$ cat config.mk
export PLATFORM = sky130hd
export DESIGN_NAME = can_txbit_stuffer
export DESIGN_NICKNAME = d
export VERILOG_FILES = /design/src/rtl/can_tx_defs.sv /design/src/rtl/can_stuff_cnt.sv /design/src/rtl/can_txbit_stuffer.sv
export SDC_FILE = /design/constraint.sdc
export NUM_CORES = 1
export LEC_CHECK = 0
export CORE_AREA = 2 2 39 41
export CTS_CLUSTER_DIAMETER = 120
export DETAILED_ROUTE_END_ITERATION = 8
export DIE_AREA = 0 0 41 43
export GPL_ROUTABILITY_DRIVEN = 0
export HOLD_SLACK_MARGIN = 0.03
export PLACE_DENSITY = 0.66
export SYNTH_ARGS = -nofsm -noshare
export SYNTH_HDL_FRONTEND = slang
export SYNTH_SLANG_ARGS = --single-unit
$ cat constraint.sdc
create_clock -name clock -period 1.75 [get_ports clock]
set_input_delay 0.35 -clock clock [delete_from_list [all_inputs] [get_ports clock]]
set_output_delay 0.35 -clock clock [all_outputs]
set_load 0.05 [all_outputs]
$ cat src/rtl/can_tx_defs.sv
// ============================================================================
// Package    : can_tx_defs
// Description: Shared definitions for the CAN transmit bit stuffer: FSM state
//              encodings, bus level names and the default stuffing run length.
//              Optional monitor build macro used by the stuffer: TX_BITMON_EN.
// Revision   : 1.0 - initial release
// ============================================================================
`default_nettype none

package can_tx_defs;

    // Transmit FSM states
    typedef enum logic [1:0] {
        ST_IDLE  = 2'b00,
        ST_SEND  = 2'b01,
        ST_STUFF = 2'b10
    } state_t;

    // Bus levels
    localparam logic BIT_REC = 1'b1;
    localparam logic BIT_DOM = 1'b0;

    // Default number of equal consecutive bits before a stuff bit
    localparam int STUFF_LEN_DEF = 5;

endpackage

`default_nettype wire

$ cat src/rtl/can_stuff_cnt.sv
// ============================================================================
// Module     : can_stuff_cnt
// Description: Tracks the run of equal consecutive transmitted bits (cnt) and
//              the level of the last transmitted bit (last). Flags when a stuff
//              bit is due.
// Revision   : 1.0 - initial release
// ============================================================================
`default_nettype none

module can_stuff_cnt
    import can_tx_defs::*;
#(
    parameter int STUFF_LEN = STUFF_LEN_DEF
) (
    input  logic clock,
    input  logic reset,
    input  logic i_load_stuff,
    input  logic i_load_bit,
    input  logic i_bit,
    input  logic i_stuff_en,
    input  logic i_clear,
    input  logic i_first,
    output logic o_pending,
    output logic o_last
);

    localparam logic [2:0] C_LEN = 3'(STUFF_LEN);

    logic [2:0] r_cnt;
    logic       r_last;

    // Run-length tracking; clear beats stuff insertion beats a new data bit
    always_ff @(posedge clock or negedge reset) begin
        if (!reset) begin
            r_cnt  <= 3'd0;
            r_last <= BIT_REC;
        end else if (i_clear) begin
            r_cnt  <= 3'd0;
            r_last <= BIT_REC;
        end else if (i_load_stuff) begin
            // The stuff bit is the complement and opens a new run of one
            r_cnt  <= 3'd1;
            r_last <= ~r_last;
        end else if (i_load_bit) begin
            r_last <= i_bit;
            if (!i_stuff_en) begin
                r_cnt <= 3'd0;
            end else if ((i_bit == r_last) && !i_first) begin
                r_cnt <= (r_cnt == C_LEN) ? C_LEN : r_cnt + 3'd1;
            end else begin
                r_cnt <= 3'd1;
            end
        end
    end

    assign o_pending = (r_cnt == C_LEN);
    assign o_last    = r_last;

endmodule

`default_nettype wire

$ cat src/rtl/can_txbit_stuffer.sv
// ============================================================================
// Module     : can_txbit_stuffer
// Description: CAN transmit bit path. Accepts frame bits from the MAC through
//              a req/ack handshake, drives txbit for one bit time per tx_tick
//              and inserts complementary stuff bits after STUFF_LEN equal bits.
//              Define TX_BITMON_EN to add the sample-point bit monitor
//              (bit error and arbitration-lost detection).
// Revision   : 1.0 - initial release
// ============================================================================
`default_nettype none

module can_txbit_stuffer
    import can_tx_defs::*;
#(
    parameter int STUFF_LEN = STUFF_LEN_DEF
) (
    input  logic clock,
    input  logic reset,
    input  logic i_tx_tick,
    input  logic i_force_rec,
    input  logic i_tx_req,
    input  logic i_tx_bit_in,
    input  logic i_stuff_en,
`ifdef TX_BITMON_EN
    input  logic i_smpl_tick,
    input  logic i_smpldbit,
    input  logic i_arb,
    output logic o_bit_err,
    output logic o_arb_lost,
`endif
    output logic o_tx_ack,
    output logic o_txbit,
    output logic o_stuff_active,
    output logic o_tx_busy
);

    state_t r_state;
    logic   r_txbit;
    logic   r_ack;

    logic   w_pending;
    logic   w_last;
    logic   w_req;
    logic   w_arb_lose;

`ifdef TX_BITMON_EN
    logic   r_arb_block;
    logic   r_bit_err;
    logic   r_arb_lost;
    logic   w_bit_err_det;

    // Losing arbitration: we send recessive but the bus reads dominant
    assign w_arb_lose    = i_smpl_tick && !i_tx_tick && (r_state == ST_SEND) &&
                           (r_txbit == BIT_REC) && (i_smpldbit == BIT_DOM) && i_arb;
    assign w_bit_err_det = i_smpl_tick && !i_tx_tick && (r_state != ST_IDLE) &&
                           !w_arb_lose && (r_txbit != i_smpldbit);
    // A request that was live when arbitration was lost is ignored until it drops
    assign w_req         = i_tx_req && !r_arb_block;
`else
    assign w_arb_lose    = 1'b0;
    assign w_req         = i_tx_req;
`endif

    // Per-tick decision, first match wins
    logic w_take_force;
    logic w_take_stuff;
    logic w_take_bit;
    logic w_take_idle;

    assign w_take_force = i_tx_tick && i_force_rec;
    assign w_take_stuff = i_tx_tick && !i_force_rec && w_pending;
    assign w_take_bit   = i_tx_tick && !i_force_rec && !w_pending && w_req;
    assign w_take_idle  = i_tx_tick && !i_force_rec && !w_pending && !w_req;

    can_stuff_cnt #(
        .STUFF_LEN (STUFF_LEN)
    ) u_stuff_cnt (
        .clock        (clock),
        .reset        (reset),
        .i_load_stuff (w_take_stuff),
        .i_load_bit   (w_take_bit),
        .i_bit        (i_tx_bit_in),
        .i_stuff_en   (i_stuff_en),
        .i_clear      (w_take_force || w_take_idle || w_arb_lose),
        .i_first      (r_state == ST_IDLE),
        .o_pending    (w_pending),
        .o_last       (w_last)
    );

    // Transmit FSM with registered txbit and single-cycle ack
    always_ff @(posedge clock or negedge reset) begin
        if (!reset) begin
            r_state <= ST_IDLE;
            r_txbit <= BIT_REC;
            r_ack   <= 1'b0;
        end else begin
            r_ack <= 1'b0;
            if (w_take_stuff) begin
                r_txbit <= ~w_last;
                r_state <= ST_STUFF;
            end else if (w_take_bit) begin
                r_txbit <= i_tx_bit_in;
                r_ack   <= 1'b1;
                r_state <= ST_SEND;
            end else if (w_take_force || w_take_idle || w_arb_lose) begin
                r_txbit <= BIT_REC;
                r_state <= ST_IDLE;
            end
        end
    end

`ifdef TX_BITMON_EN
    // Sample-point monitor: one-cycle error pulses and the re-request block
    always_ff @(posedge clock or negedge reset) begin
        if (!reset) begin
            r_bit_err   <= 1'b0;
            r_arb_lost  <= 1'b0;
            r_arb_block <= 1'b0;
        end else begin
            r_bit_err  <= w_bit_err_det;
            r_arb_lost <= w_arb_lose;
            if (w_arb_lose) begin
                r_arb_block <= 1'b1;
            end else if (!i_tx_req) begin
                r_arb_block <= 1'b0;
            end
        end
    end

    assign o_bit_err  = r_bit_err;
    assign o_arb_lost = r_arb_lost;
`endif

    assign o_tx_ack       = r_ack;
    assign o_txbit        = r_txbit;
    assign o_stuff_active = (r_state == ST_STUFF);
    assign o_tx_busy      = (r_state != ST_IDLE);

endmodule

`default_nettype wire

## Word-level counts from Yosys, hierarchy flattened

Cells that the tools add are included.

- RAM bits: 0
- Latch bits: 0
- Bits in read-only memories: 0
- Word-level logic and storage cells: 42
- Flip-flop bits (word level): 8
- Memories kept: 0

- Magnitude comparators: 0
- Reductions and logical operators: 15
- Bitwise gates (word level): 1
- Shifts and indexed selects: 0
- Divide/modulo/power cells: 0
- Multiply operators: 0
- Muxes and demuxes: 17
- Equal/unequal tests: 3
- Add/subtract/negate cells: 1

Operator list:

| operator | number |
|---|---|
| $mux 3 | 6 |
| $mux 1 | 8 |
| $logic_and 1x1->1 | 7 |
| $mux 2 | 3 |
| $logic_not 1->1 | 4 |
| $add 3x1->3 const B | 1 |
| $eq 3x3->1 const B | 1 |
| $reduce_bool 3->1 | 1 |
| $eq 2x2->1 const B | 1 |
| $logic_not 2->1 | 1 |
| $reduce_bool 2->1 | 1 |
| $eq 1x1->1 | 1 |
| $logic_or 1x1->1 | 1 |
| $not 1->1 | 1 |

## Depth between registers and ports, before layout

- Depth after elaboration: 8
- Depth in mapped cells: 4

## Modules after synthesis

From an unflattened synthesis, not the netlist that was laid out.

- Cell total of the unflattened synthesis: 45
- Area, all modules: 491.7 um2

By module, submodules not included:

| module | area each (um2) | times used | cells an instance |
|---|---|---|---|
| can_stuff_cnt | 279.0 | 1 | 26 |
| can_txbit_stuffer | 212.7 | 1 | 19 |

## Worst setup path before layout

Ideal clock, no wire load.

- Kind: reg2out
- Start: reg r_state[0]
- End: out o_stuff_active
- Buffers on the path: 0
- Arrival time: 1.073 ns
- Slack: 0.327 ns
- Required time: 1.400 ns
- Cell stages (with the launch flop): 2
- Path through: dfrtp_1 -> nor2b_1

- Word-level cells in the longest chain between the ends: 1

Ends and longest elaborated chain:

| element | line | source |
|---|---|---|
| from (decl) | can_txbit_stuffer.sv:37 | `state_t r_state;` |
| from (signal assigned) | can_txbit_stuffer.sv:93 | `r_state <= ST_IDLE;` |
| from (signal assigned) | can_txbit_stuffer.sv:100 | `r_state <= ST_STUFF;` |
| from (signal assigned) | can_txbit_stuffer.sv:104 | `r_state <= ST_SEND;` |
| $eq 2x2->1 | can_txbit_stuffer.sv:136 | `assign o_stuff_active = (r_state == ST_STUFF);` |
| to (decl) | can_txbit_stuffer.sv:33 | `output logic o_stuff_active,` |

Every way passes these cells.

## Worst setup path in the final report

- Start: reg r_state[1]
- End: out o_tx_busy

- Word-level cells in the longest chain between the ends: 1

Ends and longest elaborated chain:

| element | line | source |
|---|---|---|
| $reduce_bool 2->1 | can_txbit_stuffer.sv:137 | `assign o_tx_busy = (r_state != ST_IDLE);` |
| to (decl) | can_txbit_stuffer.sv:34 | `output logic o_tx_busy` |

Every way passes these cells.

==> impl_metrics.tcl <==
set metrics [dict create \
    outcome "finished, final reports clean" \
    die_x_um 41 \
    routedWlPerCell_um 12.96 \
    io-pin-count 11 \
    antenna_cells 0 \
    hold_path.class "input pin to async pin" \
    worstPathRequired_ns 1.40 \
    worstSkewPairLatency_ns 0.25 \
    cap_viol_max_count 0 \
    ctsHoldBuffers 0 \
    rows 14 \
    num_vias 366 \
    ys_seq_area_frac 0.4696 \
    rsz0062_at_grt "no" \
    grt-ovfl-total 0 \
    routed_wl_um 920 \
    drtAntennaViolNets 0 \
    tns_ns 0 \
    syn-num-nets 49 \
    via_per_inst 5.155 \
    post_cts.repair.setup_buffers 0 \
    grt_start_max_net_pins 11 \
    grt_pass1_vias 324 \
    dp_slack_ns 0.05112 \
    ctsHtreeMaxLevel 1 \
    clkTransAtPathRegs_ns 0.05 \
    synth_area_per_cell_um2 10.28 \
    powerDensity_mw_per_mm2 710.6 \
    antenna_found_initial 0 \
    layout_common_cells "clkdlybuf4s50_1, dfrtp_1" \
    startpoint_type "flop" \
    synth_edf_count 0 \
    track_usage 0.1285 \
    leakagePower_nw 0.2785 \
    drive_gt1_frac 0.2182 \
    dp_hpwl_um 700.3 \
    grt_pass1_wl_um 1469 \
    cp_max_fo 5 \
    clockRootBuffer "clkbuf_4" \
    crit_type "flop to output port" \
    cts_resized 0 \
    finalMaxSlewViolations 0 \
    die_y_um 43 \
    ys_ff_latch 8 \
    syn_to_final_growth_pct 37.10 \
    p_total_mw 0.4205 \
    yosysTopAreaCellShare 0.3478 \
    synth_warnings 0 \
    port-buffer-count 10 \
    initial_core_util 0.3119 \
    critPathArrivalTime_ns 1.21 \
    syn_inst 42 \
    async_flop_share 1.000 \
    cts_tree "built" \
    cts_buffers 3 \
    drc 0 \
    coreArea_mm2 0.001384 \
    period_share 0.8903 \
    clk_path_buf_depth 2 \
    final_util 0.4277 \
    ir_worst_vdd_uv 350.9 \
    end_kind "output port" \
    ys.flop_type "dfrtp_1" \
    netlist_area_um2 431.7 \
    clock-sinks 8 \
    setup_violations 0 \
    synthTopCellsByArea "dfrtp_1, dfstp_2, nand3b_4" \
    skew_ns 0.003548 \
    synth_area_leader_cell "dfrtp_1" \
    die-area_mm2 0.001763 \
    first_iter_violations 1 \
    max_freq_mhz 641.8 \
    tightest_slew_ns 0.3772 \
    hold_viol_final 0 \
    nNetsFinal 64 \
    synth_cell_types 24 \
    slew_headroom 0.7477 \
    period_minus_slack_ns 1.558 \
    worst_slack_ns 0.1919 \
    firstDrtPassIters 3 \
]
sequential cells by signal (all words and copies together), names as in the netlist:
signal and cells:
o_tx_ack 1, o_txbit 1, r_state 2, u_stuff_cnt.o_last 1, u_stuff_cnt.r_cnt 3
layer usage:
layer  track usage  vias to the layer above  part of all wire
met5             0                        -                 0
met4       0.08000                        0             0.017
met3       0.04712                        2             0.058
met2        0.1500                       11              0.43
met1        0.1914                      169              0.49
li1              -                      184                 -
path summary, 6_finish.rpt:
kind	slack (ns)	depth (start not counted)	from	to
setup reg to reg	0.44	3	u_stuff_cnt.o_last	u_stuff_cnt.r_cnt[2]
max in group asynchronous	1.05	1	reset	o_txbit
setup / recovery	0.19	3	r_state[1]	o_tx_busy
hold / removal	0.38	1	reset	u_stuff_cnt.r_cnt[2]
min in group clock	0.51	1	r_state[0]	r_state[0]
hold reg to reg	0.51	1	r_state[0]	r_state[0]
report_power, final:
group          internal [mW]  total, mW  switching (mW)
Sequential             0.196      0.205         0.00901
Clock                 0.0783      0.139          0.0603
Combinational         0.0350     0.0772          0.0421
cell families after synthesis:
logic type | share of synthesized area
xor+xnor | 0.02029
buf+inv | 0.02898
compound gates | 0.1855
simple gates | 0.2956
flops | 0.4696
cells in the mapped netlist, types with 2 or more instances:
| cell | count |
|---|---|
| dfrtp_1 | 6 |
| o32ai_1 | 2 |
| nor2b_1 | 3 |
| dfstp_2 | 2 |
| nor4_1 | 2 |
| nand2b_1 | 2 |
| o21ai_0 | 2 |
| nand3b_1 | 2 |
| a21oi_1 | 2 |
| nor2_1 | 3 |
| nor3b_1 | 2 |
| inv_1 | 2 |
through the flow:
stage	cell area, µm²	hold slack [ns]	cells
after floorplan	431.7	0.05441	42
after global placement	569.3	0.4895	68
after detailed placement	569.3	0.5002	68
after CTS	591.8	0.3945	71
after global routing	591.8	0.4027	71
final	591.8	0.3826	71
critical path, cell delays in order (launching register included):
cell and delay [ns]:
dfrtp_1 0.38, nor2_1 0.31, inv_1 0.07, buf_4 0.19
area by class of cell:
class	instances	area, µm²
flip-flops and latches	8	202.7
fillers	134	792.0
repair buffers	11	122.6
multi-input cells	31	216.5
clock buffers	3	22.52
well taps	16	20.02
inverters	2	7.507
(Power assumes the default switching activity.)
==> RTL change, RTL diff (same flow settings) <==
The option `TX_BITMON_EN` is turned on by a define.
--- a/src/rtl/can_txbit_stuffer.sv
+++ b/src/rtl/can_txbit_stuffer.sv
@@ -10,2 +10,4 @@
 `default_nettype none
+
+`define TX_BITMON_EN
 
Interface: changed (5 added); port bits go from 11 to 16. No check against the original RTL was run, so the function may have changed too.
==> RTL change against the unedited design <==
- largest power group unchanged
- setup slack worse by 0.012 ns
- area after synthesis up 25%
- power up 34%
- clock power up 24%
- cell area up 30%
- wire length up 25%
- worst hold slack better by 0.034 ns
- cell count up 27%
- sequential cell count up 3
- largest cell class is now sequential cells
- via count up 25%
- maximum frequency down 0.76%
- critical endpoint is now u_stuff_cnt.r_cnt[2]
==> RTL change: results (changes against the unedited design) <==
- The count of antenna-violating nets left after detailed routing is 0 (unchanged).
- The area after detailed placement is 742 µm² (+30%).
- The delay of the slowest cell on the worst path is 0.55 ns (+0.17 ns).
- By count the netlist is led by 9 x dfrtp_1, 5 x nand2_1, 4 x inv_1, 4 x nor2_1.
- The post-CTS resize count is 0 (unchanged).
- The per-instance average area after synthesis came to 10.4 µm² (+0.90%).
- The routed length on met3 is 67 µm (+26%).
- The clock root buffer is clkbuf_4.
- The largest registers in the layout are u_stuff_cnt.r_cnt (3), r_state (2).
- The async set-reset flop share out of synthesis is 100% (unchanged).
- The maximum number of pins on one net before global-route repair is 12 (+1).
- The overall track demand over capacity in global routing is 17.6% (+4.7 points).
- The buffer count from post-CTS setup fixing is 0 (unchanged).
- The number of failing setup endpoints in the final timing report was 0 (unchanged).
- The first-pass iteration count of the detailed router is 2 (-1).
- For this design, the slowest cell found on the critical path is clkdlybuf4s50_1.
- The share of synthesized area occupied by flip-flops and latches came to 51.5% (+4.6 points).
- The static leakage is 0.360 nW (+29%).
- Routed signal wires occupy layers up through met4.
- The data arrival time of the worst path is 1.78 ns (+0.57 ns).
- The post-synthesis net count came to 62 (+27%).
- The slew at the pin closest to its max-slew limit is 0.553 ns (+0.175 ns).
- The fraction of layout instances using a drive strength above 1 came to 25.7% (+3.9 points).
- The number of distinct library cells after synthesis is 30 (+25%).
- The clock transition at the registers of the reported paths is 0.07 ns (+0.02 ns).
- Among all flip-flop cells after synthesis, the most frequent one is dfrtp_1.
- The number of flip-flops in the largest register is 3 (unchanged).
- The insertion delay of the later-clocked pin in the worst-skew pair is 0.27 ns (+0.02 ns).
- The first-pass GRT wire length was 2.05 mm (+39%).
- The count of nets after finishing came to 85 (+33%).
- The sum of routed wire length over all layers is 1.15 mm (+25%).
- The dominant delay contributor by cell family on the critical path is buffers and inverters.
- The number of antenna violations at the first check in global routing is 0 (unchanged).
- By area the synthesized netlist is led by dfrtp_1 42%, dfstp_2 9.7%, nand2_1 3.5%, a21o_1 2.8%, inv_1 2.8%.
- The post-place setup slack is -0.0912 ns (-0.142 ns).
- The maximum root-to-sink buffer count is 2 (unchanged).
- The final routed wire length divided by cell count was 12.8 µm (-1.2%).
- The via count of the first global-routing pass was 458 (+41%).
- The highest fanout seen on the critical path is 5 (unchanged).
- The level count of the clock H-tree is 1 (unchanged).
- The flow ran to the end, and the final reports show no timing, DRC or antenna violations.
- The via count normalized by instance count is 5.08 (-1.5%).
- The number of diodes added for antenna fixing was 0 (unchanged).
- The number of synthesis warnings is 0 (unchanged).
- The min-delay analysis places its worst path in the category in -> async.
- The placed instance count was 86 (+26%).
- The worst voltage drop across the vdd grid was 0.381 mV (+8.5%).
- The count of port buffers added during placement came to 15 (+5).
- The number of CTS-inserted buffers came to 3 (unchanged).
- The routed metal-1 wirelength is 508 µm (+13%).
- The iteration-0 DRC count of the detailed router is 2 (+1).
- The length of routed met2 wiring is 554 µm (+39%).
- The clock tree skew after final layout is 0.00287 ns (-0.000677 ns).
[RTL change: cell type report]
| type | instances | area (µm²) |
|---|---|---|
| Multi-Input combinational cell | 37 | 246 |
| Tap cell | 16 | 20.0 |
| Timing Repair Buffer | 18 | 183 |
| Sequential cell | 11 | 278 |
| Inverter | 4 | 15.0 |
| Fill cell | 126 | 616 |
| Clock buffer | 4 | 26.3 |
[RTL change: final timing paths]
| check | startpoint | end | slack, ns | cells past startpoint |
|---|---|---|---|---|
| min reg2reg | u_stuff_cnt.o_last | u_stuff_cnt.o_last | 0.49 | 2 |
| min | reset | o_tx_ack | 0.42 | 1 |
| max in group asynchronous | reset | o_txbit | 0.98 | 1 |
| max | i_tx_tick | u_stuff_cnt.r_cnt[2] | 0.18 | 5 |
| min in group clock | u_stuff_cnt.o_last | u_stuff_cnt.o_last | 0.49 | 2 |
| max reg2reg | u_stuff_cnt.r_cnt[0] | o_txbit | 0.28 | 4 |
[RTL change: where the power goes]
part	switching (W)	internal [W]	total [W]	leakage, nW
sequential	0.0000120	0.000268	0.000280	0.144
clock	0.0000845	0.0000884	0.000173	0.0150
combinational	0.0000562	0.0000522	0.000108	0.201
total	0.000153	0.000409	0.000562	0.360
[RTL change: cell families (layout without fill, tap and decap cells)]
family / after synthesis / in the layout / synth area share [%]
AOI/OAI and AO/OA: 11 / 11 / 15.8
xor gates and xnor gates: 2 / 2 / 3.25
buffers and inverters: 4 / 26 / 2.78
DFF: 11 / 11 / 51.5
and+or+nand+nor: 24 / 24 / 26.7
[RTL change: per-stage QoR]
| step | TNS, ns | total power, W |
|---|---|---|
| finish | 0 | 0.000562 |
| global route | 0 | 0.000596 |
| CTS | 0 | 0.000571 |
| detailed placement | -0.183 | 0.000394 |
| global placement | -0.124 | 0.000393 |
| floorplan | 0 | 0.000336 |
[RTL change: metal layers]
metal	global-route usage [%]	vias to the layer above
met1	23.5	208
met5	0	-
met2	24.7	11
li1	-	234
met3	4.71	4
met4	10.0	0
